**config.mk**
```make
export PLATFORM = sky130hd
export DESIGN_NAME = fft8_sequencer
export DESIGN_NICKNAME = d
export VERILOG_FILES = /design/src/rtl/fft8_pkg.sv /design/src/rtl/fft8_seq_buf.sv /design/src/rtl/fft8_sequencer.sv
export SDC_FILE = /design/constraint.sdc
export NUM_CORES = 1
export LEC_CHECK = 0
export ABC_AREA = 1
export BUFFER_PORTS_ARGS = -buffer_cell sky130_fd_sc_hd__buf_2
export CORE_MARGIN = 3
export CORE_UTILIZATION = 56
export CTS_CLUSTER_SIZE = 14
export DETAILED_ROUTE_END_ITERATION = 6
export MAX_ROUTING_LAYER = met4
export PLACE_DENSITY = 0.86
export SETUP_SLACK_MARGIN = 0.05
export SYNTH_ARGS = -nofsm -noshare
export SYNTH_HDL_FRONTEND = slang
export SYNTH_SLANG_ARGS = --single-unit
```
**constraint.sdc**
```tcl
create_clock -name c -period 11.1 [get_ports c]
set_clock_uncertainty 0.2 [all_clocks]
set_input_delay 1.665 -clock c [delete_from_list [all_inputs] [get_ports c]]
set_output_delay 1.665 -clock c [all_outputs]
set_load 0.005 [all_outputs]
```
**src/rtl/fft8_pkg.sv**
```systemverilog
// fft8_pkg: shared types and constants for the 8-point FFT frame sequencer.
//   state_e   : sequencer FSM states
//   FFT_N     : samples / bins per frame
//   FFT_PAIRS : X1/X2 output pairs produced by the processor per frame
//   bin_t     : 3-bit bin / buffer index
//   emit_slot : output buffer slot presented on a given EMIT beat
// Build option: FFT8_SEQ_NATURAL_ORDER_EN selects natural bin order on output;
// when undefined, bins leave in capture order 0,4,1,5,2,6,3,7.
package fft8_pkg;

  localparam int FFT_N     = 8;
  localparam int FFT_PAIRS = 4;

  typedef logic [2:0] bin_t;

  typedef enum logic [2:0] {
    FILL,
    FEED,
    WAIT,
    CAPTURE,
    EMIT
  } state_e;

  function automatic bin_t emit_slot(input bin_t beat);
`ifdef FFT8_SEQ_NATURAL_ORDER_EN
    return beat;
`else
    // Capture order interleaves X1 (slots 0..3) with X2 (slots 4..7).
    return {beat[0], beat[2:1]};
`endif
  endfunction

endpackage

```
**src/rtl/fft8_seq_buf.sv**
```systemverilog
// fft8_seq_buf: 8-entry x 2W register file, combinational read, no reset on
// the data array. Port B is a second write port, active only when DUAL_WR!=0;
// if both ports hit the same address in one cycle, port B wins.
//   clk_i          : clock
//   we_a_i/wa_a_i/wd_a_i : write port A (enable, address, data)
//   we_b_i/wa_b_i/wd_b_i : write port B (enable, address, data)
//   ra_i / rd_o    : read address / read data
module fft8_seq_buf
  import fft8_pkg::*;
#(
  parameter int W       = 16,
  parameter int DUAL_WR = 0
) (
  input  logic           clk_i,
  input  logic           we_a_i,
  input  bin_t           wa_a_i,
  input  logic [2*W-1:0] wd_a_i,
  input  logic           we_b_i,
  input  bin_t           wa_b_i,
  input  logic [2*W-1:0] wd_b_i,
  input  bin_t           ra_i,
  output logic [2*W-1:0] rd_o
);

  logic [2*W-1:0] mem_q [FFT_N];

  always_ff @(posedge clk_i) begin
    if (we_a_i) mem_q[wa_a_i] <= wd_a_i;
    if ((DUAL_WR != 0) && we_b_i) mem_q[wa_b_i] <= wd_b_i;
  end

  assign rd_o = mem_q[ra_i];

endmodule

```
**src/rtl/fft8_sequencer.sv**
```systemverilog
// fft8_sequencer: buffers one 8-sample frame, streams it into the FFT
// processor for 8 contiguous cycles, captures the 4 X1/X2 pairs after LAT
// edges and re-emits the 8 bins on a valid/ready stream.
//   c, rst_n            : clock, async active-low reset
//   flush               : synchronous frame abort
//   s_valid/s_ready, s_re/s_im          : input sample stream
//   p_xr/p_xi/p_en      : processor drive
//   p_X1r/p_X1i/p_X2r/p_X2i             : processor result pair
//   m_valid/m_ready, m_re/m_im, m_bin, m_last : output bin stream
//   busy                : high outside FILL
// Build option: FFT8_SEQ_NATURAL_ORDER_EN (see fft8_pkg::emit_slot).
//
// state   | meaning
// --------+-------------------------------------------------------------
// FILL    | accept 8 samples into the input buffer (cnt = write index)
// FEED    | drive processor with entry cnt, p_en high, 8 cycles
// WAIT    | LAT-1 idle cycles for processor latency (skipped for LAT=1)
// CAPTURE | store pair cnt into output slots cnt and cnt+4, 4 cycles
// EMIT    | present beat cnt, advance on m_valid && m_ready
module fft8_sequencer
  import fft8_pkg::*;
#(
  parameter int W   = 16,
  parameter int LAT = 4
) (
  input  logic         c,
  input  logic         rst_n,
  input  logic         flush,
  input  logic         s_valid,
  output logic         s_ready,
  input  logic [W-1:0] s_re,
  input  logic [W-1:0] s_im,
  output logic [W-1:0] p_xr,
  output logic [W-1:0] p_xi,
  output logic         p_en,
  input  logic [W-1:0] p_X1r,
  input  logic [W-1:0] p_X1i,
  input  logic [W-1:0] p_X2r,
  input  logic [W-1:0] p_X2i,
  output logic         m_valid,
  input  logic         m_ready,
  output logic [W-1:0] m_re,
  output logic [W-1:0] m_im,
  output bin_t         m_bin,
  output logic         m_last,
  output logic         busy
);

  localparam int WAIT_W = (LAT > 2) ? $clog2(LAT - 1) : 1;
  localparam logic [WAIT_W-1:0] WAIT_LOAD = (LAT > 1) ? WAIT_W'(LAT - 2) : '0;

  state_e              state_q, state_d;
  bin_t                cnt_q, cnt_d;
  logic [WAIT_W-1:0]   wait_q, wait_d;

  logic                s_ready_q, s_ready_d;
  logic                p_en_q, p_en_d;
  logic [W-1:0]        p_xr_q, p_xr_d, p_xi_q, p_xi_d;
  logic                m_valid_q, m_valid_d;
  logic [W-1:0]        m_re_q, m_re_d, m_im_q, m_im_d;
  bin_t                m_bin_q, m_bin_d;
  logic                m_last_q, m_last_d;

  logic                in_we, out_we;
  logic [2*W-1:0]      in_rd, out_rd;
  bin_t                out_ra;

  // Next-state and counters
  always_comb begin
    state_d = state_q;
    cnt_d   = cnt_q;
    wait_d  = wait_q;
    if (flush) begin
      state_d = FILL;
      cnt_d   = '0;
      wait_d  = '0;
    end else begin
      case (state_q)
        FILL: begin
          if (s_valid && s_ready_q) begin
            if (cnt_q == bin_t'(FFT_N - 1)) begin
              state_d = FEED;
              cnt_d   = '0;
            end else begin
              cnt_d = cnt_q + 3'd1;
            end
          end
        end
        FEED: begin
          if (cnt_q == bin_t'(FFT_N - 1)) begin
            cnt_d = '0;
            if (LAT > 1) begin
              state_d = WAIT;
              wait_d  = WAIT_LOAD;
            end else begin
              state_d = CAPTURE;
            end
          end else begin
            cnt_d = cnt_q + 3'd1;
          end
        end
        WAIT: begin
          if (wait_q == '0) state_d = CAPTURE;
          else              wait_d  = wait_q - WAIT_W'(1);
        end
        CAPTURE: begin
          if (cnt_q == bin_t'(FFT_PAIRS - 1)) begin
            state_d = EMIT;
            cnt_d   = '0;
          end else begin
            cnt_d = cnt_q + 3'd1;
          end
        end
        EMIT: begin
          if (m_valid_q && m_ready) begin
            if (cnt_q == bin_t'(FFT_N - 1)) begin
              state_d = FILL;
              cnt_d   = '0;
            end else begin
              cnt_d = cnt_q + 3'd1;
            end
          end
        end
        default: begin
          state_d = FILL;
          cnt_d   = '0;
          wait_d  = '0;
        end
      endcase
    end
  end

  // Outputs are registered from the next state, so each one is valid in the
  // same cycle as the state it belongs to. Buffers are read at the next count.
  assign out_ra = emit_slot(cnt_d);

  always_comb begin
    s_ready_d = (state_d == FILL);
    p_en_d    = 1'b0;
    p_xr_d    = '0;
    p_xi_d    = '0;
    m_valid_d = 1'b0;
    m_re_d    = '0;
    m_im_d    = '0;
    m_bin_d   = '0;
    m_last_d  = 1'b0;
    if (state_d == FEED) begin
      p_en_d = 1'b1;
      p_xr_d = in_rd[2*W-1:W];
      p_xi_d = in_rd[W-1:0];
    end
    if (state_d == EMIT) begin
      m_valid_d = 1'b1;
      m_re_d    = out_rd[2*W-1:W];
      m_im_d    = out_rd[W-1:0];
      m_bin_d   = out_ra;
      m_last_d  = (cnt_d == bin_t'(FFT_N - 1));
    end
  end

  always_ff @(posedge c or negedge rst_n) begin
    if (!rst_n) begin
      state_q   <= FILL;
      cnt_q     <= '0;
      wait_q    <= '0;
      s_ready_q <= 1'b0;
      p_en_q    <= 1'b0;
      p_xr_q    <= '0;
      p_xi_q    <= '0;
      m_valid_q <= 1'b0;
      m_re_q    <= '0;
      m_im_q    <= '0;
      m_bin_q   <= '0;
      m_last_q  <= 1'b0;
    end else begin
      state_q   <= state_d;
      cnt_q     <= cnt_d;
      wait_q    <= wait_d;
      s_ready_q <= s_ready_d;
      p_en_q    <= p_en_d;
      p_xr_q    <= p_xr_d;
      p_xi_q    <= p_xi_d;
      m_valid_q <= m_valid_d;
      m_re_q    <= m_re_d;
      m_im_q    <= m_im_d;
      m_bin_q   <= m_bin_d;
      m_last_q  <= m_last_d;
    end
  end

  assign in_we  = (state_q == FILL) && s_valid && s_ready_q && !flush;
  assign out_we = (state_q == CAPTURE) && !flush;

  fft8_seq_buf #(.W(W), .DUAL_WR(0)) u_in_buf (
    .clk_i  (c),
    .we_a_i (in_we),
    .wa_a_i (cnt_q),
    .wd_a_i ({s_re, s_im}),
    .we_b_i (1'b0),
    .wa_b_i ('0),
    .wd_b_i ('0),
    .ra_i   (cnt_d),
    .rd_o   (in_rd)
  );

  // Pair k lands in slot k (X1) and slot k+4 (X2) in the same cycle.
  fft8_seq_buf #(.W(W), .DUAL_WR(1)) u_out_buf (
    .clk_i  (c),
    .we_a_i (out_we),
    .wa_a_i ({1'b0, cnt_q[1:0]}),
    .wd_a_i ({p_X1r, p_X1i}),
    .we_b_i (out_we),
    .wa_b_i ({1'b1, cnt_q[1:0]}),
    .wd_b_i ({p_X2r, p_X2i}),
    .ra_i   (out_ra),
    .rd_o   (out_rd)
  );

  assign s_ready = s_ready_q;
  assign p_en    = p_en_q;
  assign p_xr    = p_xr_q;
  assign p_xi    = p_xi_q;
  assign m_valid = m_valid_q;
  assign m_re    = m_re_q;
  assign m_im    = m_im_q;
  assign m_bin   = m_bin_q;
  assign m_last  = m_last_q;
  assign busy    = (state_q != FILL);

endmodule

```
# == After elaboration in Yosys (flattened, before gate mapping) ==
# Memory sizes are Yosys's and may differ from the RTL's.
# Cells that the tools add are included.
# op_classes
addsub,2
eq_ne,12
n_mux,31
n_reduce_logical,13
# op_table
op,n
16-bit two-way mux,4
3-bit two-way mux,14
3-bit case mux with 5 select lines,2
"3-bit == test, second input constant",4
"3-bit by 2-bit == test with 1-bit output, second input constant",3
1-bit two-way mux,7
"3-bit by 1-bit == test with 1-bit output, second input constant",2
1-bit logical AND,6
3-bit zero test,2
2-bit two-way mux,3
"3-bit != test, second input constant",2
2-bit case mux with 3 select lines,1
"3-bit by 1-bit adder with 3-bit output, second input constant",1
3-bit AND reduction,1
3-bit nonzero test,1
3-bit OR reduction,1
2-bit zero test,1
"2-bit by 1-bit != test with 1-bit output, second input constant",1
"2-bit by 1-bit subtractor with 2-bit output, second input constant",1
1-bit zero test,1
# word_totals
ff_bits,79
ramBits,512
input_bits,101
out_inout_bits,72
word_cells,72
mem_count,2
# memory_table
name,words,width,read_ports,rd_clocked_by_memory_dff,write_ports,line,text
u_in_buf.mem_q,8,32,1,0,1,fft8_seq_buf.sv:25,logic [2*W-1:0] mem_q [FFT_N];
u_out_buf.mem_q,8,32,1,0,2,fft8_seq_buf.sv:25,

# == Depth between registers and ports, before layout ==
# logic_depth
word_depth,7
depth_mapped,16

# == Cells and area by module ==
# A second synthesis with hierarchy kept.
# unflattened
cells_unflattened,3231
hier_area_um2,29022.8
# modules_own_cells
mod,instances,cells_per_inst,area_per_inst_um2,seq_area_each_um2
fft8_seq_buf (u_out_buf),1,1775,14341.3,7687.4
fft8_seq_buf (u_in_buf),1,1124,11232.0,7687.4
fft8_sequencer,1,332,3449.6,1976.9

# == Least setup slack after synthesis ==
# OpenSTA, ideal clock, no wires.
# synth_timing
path_type,input -> register
from,input port flush
to,memory u_out_buf.mem_q[0][0] (netlist bit) (enable)
arrival_ns,5.332
required_ns,10.414
slack_ns,5.081
path_stages,6
path_cell_list,buf_2 clkinv_1 clkbuf_1 buf_1 nand2_1 nor2_1
# synth_lines
element,line,text
start: declaration,fft8_sequencer.sv:28,"input logic flush,"
end: declaration,fft8_seq_buf.sv:25,

# == Worst setup path after layout ==
# layout_timing
from,input port s_valid
to,"register m_im_q[13], in the netlist m_im[13]"
# layout_between
elab_chain_cells,6
# layout_rtl
element,line,text
start: declaration,fft8_sequencer.sv:29,"input logic s_valid,"
1-bit logical AND *,fft8_sequencer.sv:80,if (s_valid && s_ready_q) begin
3-bit two-way mux,fft8_sequencer.sv:80,
3-bit case mux with 5 select lines,fft8_sequencer.sv:78,case (state_q)
3-bit two-way mux,fft8_sequencer.sv:73,if (flush) begin
memory 8 x 32 bit or 3-bit == test (tied branches),-,
16-bit two-way mux *,fft8_sequencer.sv:152,if (state_d == EMIT) begin
net m_im_d[13],fft8_sequencer.sv:60,"logic [W-1:0] m_re_q, m_re_d, m_im_q, m_im_d;"
end signal: assignment,fft8_sequencer.sv:185,m_im_q <= m_im_d;
end: declaration,fft8_sequencer.sv:60,
# The timed path passes the listed nets; every way through them passes the cells marked *.
# A chain may end at the register's enable or synchronous reset.

==> flow_metrics.tcl <==
set metrics [dict create \
    rr_worst_depth 16 \
    fp.dieH_um 212 \
    ys_warn_count 0 \
    syn_inst 2105 \
    antenna_found_initial 12 \
    drt_iter0_markers 1964 \
    drive_gt1_frac 0.139 \
    final_util 0.652 \
    finalPower_mw 4.64 \
    r2r_slack_ns 5.51 \
    max_stage_delay_ns 0.76 \
    final_cell_mix "616 x nand2_1, 512 x edfxtp_1, 301 x nand3_1" \
    slew_headroom 0.179 \
    violations "DRC" \
    r2r_end "m_im[13]$_DFF_PN0_" \
    max_freq_mhz 174 \
    cts_sinks 591 \
    core_mm2 0.0414 \
    cts_setup_buffers 0 \
    clkLatencyLatePin_ns 0.62 \
    area_growth_pct 13.5 \
    required_ns 11.40 \
    fin_area_mm2 0.0270 \
    clk_transition_reported_paths_ns 0.06 \
    fin_crit_ns 5.76 \
    r2r_start "cnt_q[0]$_DFF_PN0_" \
    cts_buffer_depth 3 \
    nFillCells 2824 \
    stdcell_count 2839 \
    post_drt_wl_per_cell_um 19.6 \
    cp_slowest_cell "nor2_4" \
    grt.total_usage 0.253 \
    htreeDepth 2 \
    dieArea_mm2 0.0449 \
    peakVddDrop_mv 0.155 \
    drtAntennaViolNets 0 \
    syn_area_mm2 0.0238 \
    start_util 0.574 \
    setup_tns_ns 0 \
    period_share 0.518 \
    critical_path.cell_chain "buf_2 -> nand2_1 -> inv_1 -> nand2_1 -> nand3_1 -> nand2_2 -> nor2_4 -> nor2_4 -> buf_4 -> buf_4 -> nand2_1 -> nand2_1 -> nand3_1 -> nand2_1 -> nor2_1" \
    critPathKind "input pin to flop" \
    die_w_um 212 \
    p_leak_nw 11.0 \
    end_kind "flop" \
    viasPerCell 5.72 \
    path_max_fanout 69 \
    overflow 0 \
    p_per_area_mw_per_mm2 172 \
    cts_root_buf "clkbuf_16" \
    grt_start_max_net_pins 103 \
    setup_viol 0 \
    hold_end "wait_q[1]$_DFFE_PN0P_" \
    grt_pass1_wl_mm 85.7 \
    cts_tree "done" \
    crit_top_cell "nand2_1" \
    grt_pass1_vias 16400 \
    hold_start "wait_q[1]$_DFFE_PN0P_" \
    yosysUniqueCellTypes 28 \
    cts_hold_buf 0 \
    grt_setup_unrepaired "false" \
    vias 16200 \
    ios 173 \
    min_path_type "flop to flop" \
    ys_ff_latch 591 \
    outcome "finished, violations left" \
    drt-pass1-iter-count 7 \
    yosysSeqAreaShare 0.730 \
    row_count 74 \
    critPathArrivalTime_ns 6.06 \
    cts_buffers 56 \
    dp_hpwl_mm 30.0 \
    synth_fp_nets 2214 \
    cts_resized 0 \
    slew_viol_final 0 \
    worstSetupStartpointType "input pin" \
    final_net_count 2355 \
    drc 2 \
    globalplace.congestion 0.895 \
    syn_avg_cell_area_um2 11.3 \
    wirelength_mm 55.6 \
    portBuffers 172 \
    hold_viol_final 0 \
    dpl_cell_area_mm2 0.0251 \
    place_inst 2720 \
    final_common_cell "nand2_1" \
    cap_violations 0 \
    worst_pin_slew_ns 1.23 \
    holdPathStages 2 \
]
## per-layer routing
layer / track usage / wire length, um / part of all wire
met5: - / 0 / 0
met4: 0.105 / 1650 / 0.030
met3: 0.0477 / 5400 / 0.097
met2: 0.421 / 27900 / 0.50
met1: 0.308 / 20700 / 0.37
## report_power, final
group / total [mW] / switching [mW] / internal [mW] / leakage, nW
registers: 2.44 / 0.00524 / 2.43 / 5.71
clock network: 1.89 / 0.814 / 1.08 / 0.921
logic: 0.310 / 0.226 / 0.0842 / 4.38
## logic make-up after synthesis
group / share of synthesized area
AOI/OAI and AO/OA: 0.0167
and+or+nand+nor: 0.202
adders and majority gates: 0.00421
DFF: 0.730
buffers and inverters: 0.0465
## synth_stat cells (all sizes together)
| cell | number | area share |
|---|---|---|
| inv | 159 | 0.025 |
| nor2b | 1 | 0.00026 |
| o21bai | 1 | 0.00032 |
| a211oi | 1 | 0.00032 |
| nor2 | 191 | 0.031 |
| clkbuf | 36 | 0.0057 |
| nor3 | 40 | 0.0084 |
| a21oi | 68 | 0.014 |
| nor4 | 1 | 0.00026 |
| edfxtp | 512 | 0.65 |
| and2 | 1 | 0.00026 |
| dfrtp | 79 | 0.083 |
| o21ai | 6 | 0.0014 |
| buf | 75 | 0.015 |
| nand4 | 2 | 0.00053 |
| clkinv | 2 | 0.00032 |
| ha | 8 | 0.0042 |
| a21boi | 1 | 0.00032 |
| nand3 | 302 | 0.064 |
| nand2 | 619 | 0.098 |
## metrics by stage
step / hold slack [ns] / setup WS [ns]
6_report: 0.323 / 5.34
5_1_grt: 0.366 / 5.00
4_1_cts: 0.329 / 5.43
3_5_place_dp: 0.314 / 4.82
3_3_place_gp: 0.302 / 5.00
2_1_floorplan: 0.284 / 5.08
## sequential cells by signal, summed over array words and instances (netlist names), 2 cells and up
signal,cells
p_xi,16
p_xr,16
m_bin,3
m_im,16
cnt_q,3
u_out_buf.mem_q,256
state_q,3
m_re,16
wait_q,2
u_in_buf.mem_q,256
## area by class of cell
type                    count  area, um2  share of cell area
diodes                     14       35.0             0.00130
clock buffers              75       1580              0.0587
clock inverters            30        268             0.00993
inverters                 161        604              0.0224
multi-input cells        1242       5430               0.201
flip-flops and latches    591      17400               0.643
well taps                 532        666              0.0247
repair buffers            194       1030              0.0381
## critical path, delay by kind of cell
kind,cells,cell delay [ns]
simple gates,11,2.67
buf+inv,4,1.66
## worst max-delay path by stage
stage,depth (start not counted),endpoint,startpoint
CTS,15,m_im[13]$_DFF_PN0_,s_valid
global placement,15,m_im[8]$_DFF_PN0_,s_valid
finish,15,m_im[13]$_DFF_PN0_,s_valid
detailed placement,15,m_re[15]$_DFF_PN0_,s_valid
floorplan,6,u_out_buf.mem_q[0][0]$_DFFE_PP_,flush
global route,15,m_im[9]$_DFF_PN0_,s_valid
Note: power is estimated with default switching activity, not from simulation.
